File: config.mk
export PLATFORM = sky130hd
export DESIGN_NAME = epochtv1_vram_arb
export DESIGN_NICKNAME = d
export VERILOG_FILES = /design/src/rtl/epochtv1_vram_arb.sv
export SDC_FILE = /design/constraint.sdc
export NUM_CORES = 1
export LEC_CHECK = 0
export CORE_MARGIN = 5
export CORE_UTILIZATION = 43
export CTS_BUF_LIST = sky130_fd_sc_hd__clkbuf_16
export DETAILED_ROUTE_END_ITERATION = 6
export PLACE_DENSITY = 0.85
export REMOVE_ABC_BUFFERS = 1
export SLEW_MARGIN = 0
export SYNTH_ARGS = -nofsm -noshare
export SYNTH_HDL_FRONTEND = slang
export SYNTH_SLANG_ARGS = --single-unit
File: constraint.sdc
create_clock -name CLK -period 2.47 [get_ports CLK]
set_clock_uncertainty 0.05 [all_clocks]
set_input_delay 0.494 -clock CLK [delete_from_list [all_inputs] [get_ports CLK]]
set_output_delay 0.494 -clock CLK [all_outputs]
set_load 0.05 [all_outputs]
File: src/rtl/epochtv1_vram_arb.sv
// Slot-based arbiter for the shared 16-bit VRAM bus. One access per CE slot.
// The CPU does byte accesses. The background and sprite fetchers do word reads.
// After each CPU slot an optional recovery slot is inserted. A wait counter
// gives the CPU top priority once it has been denied for MAX_WAIT slots.
module epochtv1_vram_arb #(
    parameter int unsigned RECOVER  = 1,
    parameter int unsigned MAX_WAIT = 8
) (
    input  logic        CLK,
    input  logic        RST,
    input  logic        CE,
    input  logic        RENDER,
    input  logic        CPU_REQ,
    input  logic        CPU_WE,
    input  logic [11:0] CPU_A,
    input  logic [7:0]  CPU_DI,
    output logic [7:0]  CPU_DO,
    output logic        CPU_ACK,
    input  logic        BG_REQ,
    input  logic [11:0] BG_A,
    output logic        BG_ACK,
    input  logic        SPR_REQ,
    input  logic [11:0] SPR_A,
    output logic        SPR_ACK,
    output logic [15:0] VID_D,
    output logic [11:0] VAA,
    output logic [11:0] VBA,
    input  logic [7:0]  VAD_I,
    input  logic [7:0]  VBD_I,
    output logic [7:0]  VAD_O,
    output logic [7:0]  VBD_O,
    output logic        nVARD,
    output logic        nVBRD,
    output logic        nVAWR,
    output logic        nVBWR
);

    typedef enum logic [1:0] {StIdle, StCpu, StVid, StRcv} state_t;

    localparam logic [7:0] MaxWait = 8'(MAX_WAIT);

    state_t      state_q, state_d;
    logic [11:0] addr_q;
    logic        we_q;
    logic        sel_q;      // byte lane of the CPU access: 0 = A/low, 1 = B/high
    logic [7:0]  wdata_q;
    logic        vid_spr_q;  // current video slot belongs to the sprite fetcher
    logic [7:0]  wait_q;
    logic [7:0]  cpu_do_q;
    logic [15:0] vid_q;
    logic        cpu_ack_q, bg_ack_q, spr_ack_q;
    logic        grant_cpu, grant_bg, grant_spr;

    // Next slot selection: recovery after a CPU slot, else priority arbitration.
    always_comb begin
        state_d   = state_q;
        grant_cpu = 1'b0;
        grant_bg  = 1'b0;
        grant_spr = 1'b0;
        if (state_q == StCpu && RECOVER != 0) begin
            state_d = StRcv;
        end else begin
            if (CPU_REQ && wait_q >= MaxWait) begin
                grant_cpu = 1'b1;
            end else if (RENDER) begin
                if (BG_REQ)       grant_bg  = 1'b1;
                else if (SPR_REQ) grant_spr = 1'b1;
                else if (CPU_REQ) grant_cpu = 1'b1;
            end else begin
                if (CPU_REQ)      grant_cpu = 1'b1;
                else if (BG_REQ)  grant_bg  = 1'b1;
                else if (SPR_REQ) grant_spr = 1'b1;
            end
            if (grant_cpu)                  state_d = StCpu;
            else if (grant_bg || grant_spr) state_d = StVid;
            else                            state_d = StIdle;
        end
    end

    // Slot register, access latches, read-data capture and one-CLK acknowledges.
    always_ff @(posedge CLK) begin
        if (RST) begin
            state_q   <= StIdle;
            addr_q    <= '0;
            we_q      <= 1'b0;
            sel_q     <= 1'b0;
            wdata_q   <= '0;
            vid_spr_q <= 1'b0;
            wait_q    <= '0;
            cpu_do_q  <= '0;
            vid_q     <= '0;
            cpu_ack_q <= 1'b0;
            bg_ack_q  <= 1'b0;
            spr_ack_q <= 1'b0;
        end else begin
            cpu_ack_q <= 1'b0;
            bg_ack_q  <= 1'b0;
            spr_ack_q <= 1'b0;
            if (CE) begin
                state_q <= state_d;
                if (grant_cpu || !CPU_REQ) wait_q <= '0;
                else if (wait_q < MaxWait) wait_q <= wait_q + 8'd1;
                // The slot that is ending completes here.
                if (state_q == StCpu) begin
                    cpu_ack_q <= 1'b1;
                    if (!we_q) cpu_do_q <= sel_q ? VBD_I : VAD_I;
                end
                if (state_q == StVid) begin
                    vid_q     <= {VBD_I, VAD_I};
                    bg_ack_q  <= !vid_spr_q;
                    spr_ack_q <= vid_spr_q;
                end
                // The winner's access is latched for the slot that starts now.
                if (grant_cpu) begin
                    addr_q  <= {1'b0, CPU_A[11:1]};
                    we_q    <= CPU_WE;
                    sel_q   <= CPU_A[0];
                    wdata_q <= CPU_DI;
                end else if (grant_bg) begin
                    addr_q    <= BG_A;
                    we_q      <= 1'b0;
                    vid_spr_q <= 1'b0;
                end else if (grant_spr) begin
                    addr_q    <= SPR_A;
                    we_q      <= 1'b0;
                    vid_spr_q <= 1'b1;
                end
            end
        end
    end

    // Bus drive derived from the current slot; idle and recovery slots are quiet.
    always_comb begin
        VAA   = (state_q == StCpu || state_q == StVid) ? addr_q : 12'h000;
        VBA   = VAA;
        nVARD = !(state_q == StVid || (state_q == StCpu && !we_q));
        nVBRD = nVARD;
        nVAWR = !(state_q == StCpu && we_q && !sel_q);
        nVBWR = !(state_q == StCpu && we_q && sel_q);
    end

    assign VAD_O   = wdata_q;
    assign VBD_O   = wdata_q;
    assign CPU_DO  = cpu_do_q;
    assign VID_D   = vid_q;
    assign CPU_ACK = cpu_ack_q;
    assign BG_ACK  = bg_ack_q;
    assign SPR_ACK = spr_ack_q;

endmodule

==> After elaboration in Yosys (flattened, before gate mapping) <==
Index checks and enable logic that the tools add are counted.
{ "word_totals": {"elab_cells": 84, "register_bits": 60, "in_bits": 68} }
{ "op_classes": {"bitwise_logic": 4, "n_eq_ne": 2, "reduce_logical": 27, "n_mux": 36, "order_cmp": 2, "addsub": 1} }
{ "op_table": {"columns": ["op", "n"], "rows": [
  ["two-way mux 12 bit", 4],
  ["two-way mux 1 bit", 26],
  ["two-way mux 8 bit", 3],
  ["adder 8 x 1 -> 8 bit (second input constant)", 1],
  [">= comparator 8 x 4 -> 1 bit (second input constant)", 1],
  ["< comparator 8 x 4 -> 1 bit (second input constant)", 1],
  ["AND reduction 2 bit", 4],
  ["zero test 1 bit", 7],
  ["two-way mux 2 bit", 3],
  ["AND reduction 3 bit", 2],
  ["logical AND 1 bit", 5],
  ["logical OR 1 bit", 4],
  ["NOT 1 bit", 4],
  ["nonzero test 2 bit", 2],
  ["nonzero test 3 bit", 1],
  ["OR reduction 3 bit", 1],
  ["== test 2 x 1 -> 1 bit (second input constant)", 1],
  ["== test 2 bit (second input constant)", 1],
  ["OR reduction 2 bit", 1]
]} }

==> Logic depth before layout (Yosys ltp) <==
{ "depth": {"ltp_word": 10, "mapped_depth": 8} }

==> Worst setup path before layout <==
OpenSTA, ideal clock, no wires.
{ "synth_timing": {"path_type": "register to output", "start": "register state_q[0]", "end": "output port VBA[10]", "required_time_ps": 1926, "path_buffers": 2, "arrival_time_ps": 1964, "slack_ps": -38, "stages_incl_launch_ff": 6, "cell_sequence": "dfxtp_1 > inv_1 > ha_1 > clkbuf_1 > nor2b_1 > buf_4"} }
{ "synth_via": {"elab_chain_len": 3} }
{ "synth_lines": {"columns": ["element", "line", "text"], "rows": [
  ["from (decl)", "42", "state_t state_q, state_d;"],
  ["from (signal assigned)", "83", "state_q <= StIdle;"],
  ["from (signal assigned)", "100", "state_q <= state_d;"],
  ["== test 2 x 1 -> 1 bit or == test 2 bit (tied branches)", "134", "VAA = (state_q == StCpu || state_q == StVid) ? addr_q : 12'h000;"],
  ["logical OR 1 bit *", "134", null],
  ["two-way mux 12 bit *", "134", null],
  ["to (decl)", "27", "output logic [11:0] VBA,"]
]} }
Mark *: on every way between the ends. The rest lies on a longest branch, timed or not.

==> Worst setup path in the final report <==
{ "layout_timing": {"start": "register state_q[0]", "end": "output port VAA[1]"} }
{ "layout_via": {"elab_chain_len": 3} }
{ "layout_lines": {"columns": ["element", "line", "text"], "rows": [
  ["== test 2 x 1 -> 1 bit or == test 2 bit (tied branches)", "134", null],
  ["logical OR 1 bit *", "134", null],
  ["two-way mux 12 bit *", "134", null],
  ["to (decl)", "26", "output logic [11:0] VAA,"]
]} }
Marks and branches as above.

==> results.sh <==
export IMPL_cts_hold_buffers_added=0
export IMPL_synth_common_cells="dfxtp_1, nand2_1, a21oi_1"
export IMPL_critPathRequiredTime_ps=1930
export IMPL_yosys_area_top_type="dfxtp_1"
export IMPL_ys_seq_area_frac=0.4330
export IMPL_layout_drive_gt1_share=0.1250
export IMPL_antenna_found_initial=0
export IMPL_synth_top_area_frac=0.4330
export IMPL_dp_slack_ps=97.37
export IMPL_die_h_microns=90.32
export IMPL_hold_viol_final=0
export IMPL_layout_nets=515
export IMPL_synth_edf_count=0
export IMPL_yosys_register_bits=60
export IMPL_grt_max_degree=42
export IMPL_synthTopCellsByArea="dfxtp_1, mux2i_1, nand2_1, buf_4, a21oi_1"
export IMPL_cp_top_family="adder cells"
export IMPL_reg2reg_slack_ps=460
export IMPL_num_vias=2759
export IMPL_h_tree_depth=3
export IMPL_synthMostInstantiatedCell="dfxtp_1"
export IMPL_clk_latency_ps=320
export IMPL_cts_sinks=60
export IMPL_num_rows=29
export IMPL_dr_pass1_iters=4
export IMPL_power_density_mw_per_mm2=626.7
export IMPL_cap_viol_max_count=0
export IMPL_slowest_delay_ps=480
export IMPL_grt_pass1_wl_microns=14020
export IMPL_maxClockFrequency_ghz=0.4078
export IMPL_die_w_microns=90.32
export IMPL_cp_arrival_ps=1910
export IMPL_fin_setup_tns_ps=0
export IMPL_status="complete, no violations"
export IMPL_cts_tree="done"
export IMPL_period_share=0.9929
export IMPL_route_detailed_drc=0
export IMPL_start_util=0.4394
export IMPL_grt_pass1_vias=2886
export IMPL_fin_ws_ps=17.55
export IMPL_hp_class="reg2reg"
export IMPL_cts_post_setup_buffers_inserted=0
export IMPL_ys_types=39
export IMPL_critPathSlowestCell="ha_1"
export IMPL_drtIter0Drc=134
export IMPL_io_pins=139
export IMPL_numCtsBuffers=9
export IMPL_setup_viol=0
export IMPL_synth_area_sq_mm=0.002774
export IMPL_slew_viol_final=0
export IMPL_ir_drop_v=0.0004624
export IMPL_gp_congestion=0.8209
export IMPL_cp_buffers_inverters=2
export IMPL_die_area_sq_mm=0.008157
export IMPL_rsz0062_at_grt="yes"
export IMPL_worstSetupPathType="reg2out"
export IMPL_port_buffers=138
export IMPL_syn2layout_area_growth_pct=65.36
export IMPL_fin_crit_ps=2452
export IMPL_path_clk_slew_ps=50
export IMPL_yosys_warnings=0
export IMPL_drt_total_wl_microns=8621
export IMPL_maxSlewHeadroom=0.5887
export IMPL_worst_slew_pin_slew_ps=616.1
export IMPL_crit_chain="inv_1 > ha_1 > nor2b_1 > buf_12"
export IMPL_viasPerCell=5.255
export IMPL_cts_buffer_depth=2
export IMPL_dpl_hpwl_microns=6653
export IMPL_wire_per_inst_microns=16.42
export IMPL_p_leak_nw=1.719
export IMPL_grt_usage=0.2124
export IMPL_post_cts_resized=0
export IMPL_synth_area_per_cell_sq_um=8.535
export IMPL_antenna_left=0
export IMPL_synth_cells=325
export IMPL_synthFlopType="dfxtp_1"
export IMPL_overflow=0
export IMPL_core_sq_mm=0.006314
export IMPL_cp_start_kind="flip-flop"
export IMPL_cp_end_kind="output port"
export IMPL_diodes=0
export IMPL_critPathMaxFanout=12
export IMPL_async_reset_ff_frac=0
export IMPL_cts_root_buffer="clkbuf_16"
-- kinds of logic (layout without fill, tap and decap cells) --
logic type      Yosys count  after routing  synth area share
compound gates           72             72            0.1556
xor+xnor                  7              7           0.02210
fa+ha+maj                 4              4           0.01804
buf+inv                  46            169           0.09562
flops                    60             60            0.4330
mux                      21             21           0.07578
simple gates            115            115            0.1998
-- registers in the layout, summed over array words and instances (netlist names) --
register,cells
VID_D,16
addr_q,12
CPU_DO,8
VAD_O,8
wait_q,8
state_q,2
BG_ACK,1
CPU_ACK,1
SPR_ACK,1
sel_q,1
vid_spr_q,1
we_q,1
-- layout make-up --
cell class              count  area, sq um
clock buffers               9        225.2
clock inverters             7        58.81
fillers                   460         1727
inverters                   7        26.28
multi-input cells         219         1308
flip-flops and latches     60         1201
well taps                  77        96.34
repair buffers            146         1672
-- per-stage QoR --
stage	util	instances	hold slack (ps)	power (W)	cell area, sq um
6_report	0.7265	525	403.8	0.002875	4587
5_1_grt	0.7265	525	420.3	0.002992	4587
4_1_cts	0.7265	525	400.5	0.002901	4587
3_5_place_dp	0.6815	509	393.6	0.001719	4303
3_3_place_gp	0.6815	509	383.1	0.001705	4303
2_1_floorplan	-	286	362.9	0.001388	2535
-- placed cells by master (no fill, tap or decap), types with 2 or more instances in the layout --
| cell type | Yosys | final |
|---|---|---|
| o211ai_1 | 2 | 2 |
| clkinv_1 | 0 | 2 |
| mux2i_1 | 21 | 21 |
| clkbuf_16 | 0 | 9 |
| a22oi_1 | 11 | 11 |
| nand3_1 | 11 | 11 |
| dfxtp_1 | 60 | 60 |
| buf_4 | 21 | 12 |
| ha_1 | 4 | 4 |
| o22ai_1 | 2 | 2 |
| nor2_1 | 24 | 24 |
| and2_1 | 2 | 2 |
| nor2b_1 | 13 | 13 |
| buf_12 | 0 | 24 |
| clkdlybuf4s50_1 | 0 | 110 |
| a211oi_1 | 9 | 9 |
| nand2_1 | 50 | 50 |
| clkinv_2 | 0 | 2 |
| a21oi_1 | 29 | 29 |
| o21ai_0 | 5 | 5 |
| o21ai_1 | 10 | 10 |
| inv_1 | 7 | 8 |
| nand4_1 | 2 | 2 |
| xor2_1 | 6 | 6 |
| nand2b_1 | 2 | 2 |
-- report_power, final --
group	internal, W	total [W]	switching [W]
clock network	0.000764	0.00117	0.000410
logic	0.000291	0.000655	0.000363
registers	0.00102	0.00105	0.0000293
total	0.00207	0.00287	0.000802
-- worst register-to-register path, cell delays in order (launching register included) --
cell and delay (ps):
dfxtp_1 370, inv_1 60, ha_1 280, inv_1 140, nand2_1 150, or4_4 640, o21ai_0 230
-- path summary, 6_finish.rpt --
path / end / depth (start not counted) / from
min reg2reg: addr_q[11] / 2 / addr_q[11]
max reg2reg: addr_q[10] / 6 / state_q[1]
min: addr_q[11] / 2 / addr_q[11]
max: VAA[1] / 4 / state_q[0]
-- metal layers --
| layer | vias to the layer above | share of wire | track usage |
|---|---|---|---|
| li1 | 1337 | - | - |
| met1 | 1262 | 0.40 | 0.2447 |
| met2 | 144 | 0.48 | 0.3378 |
| met3 | 16 | 0.11 | 0.1008 |
| met4 | 0 | 0.020 | 0.08685 |
| met5 | - | 0 | 0 |
Power figures use the tool's default switching activity.
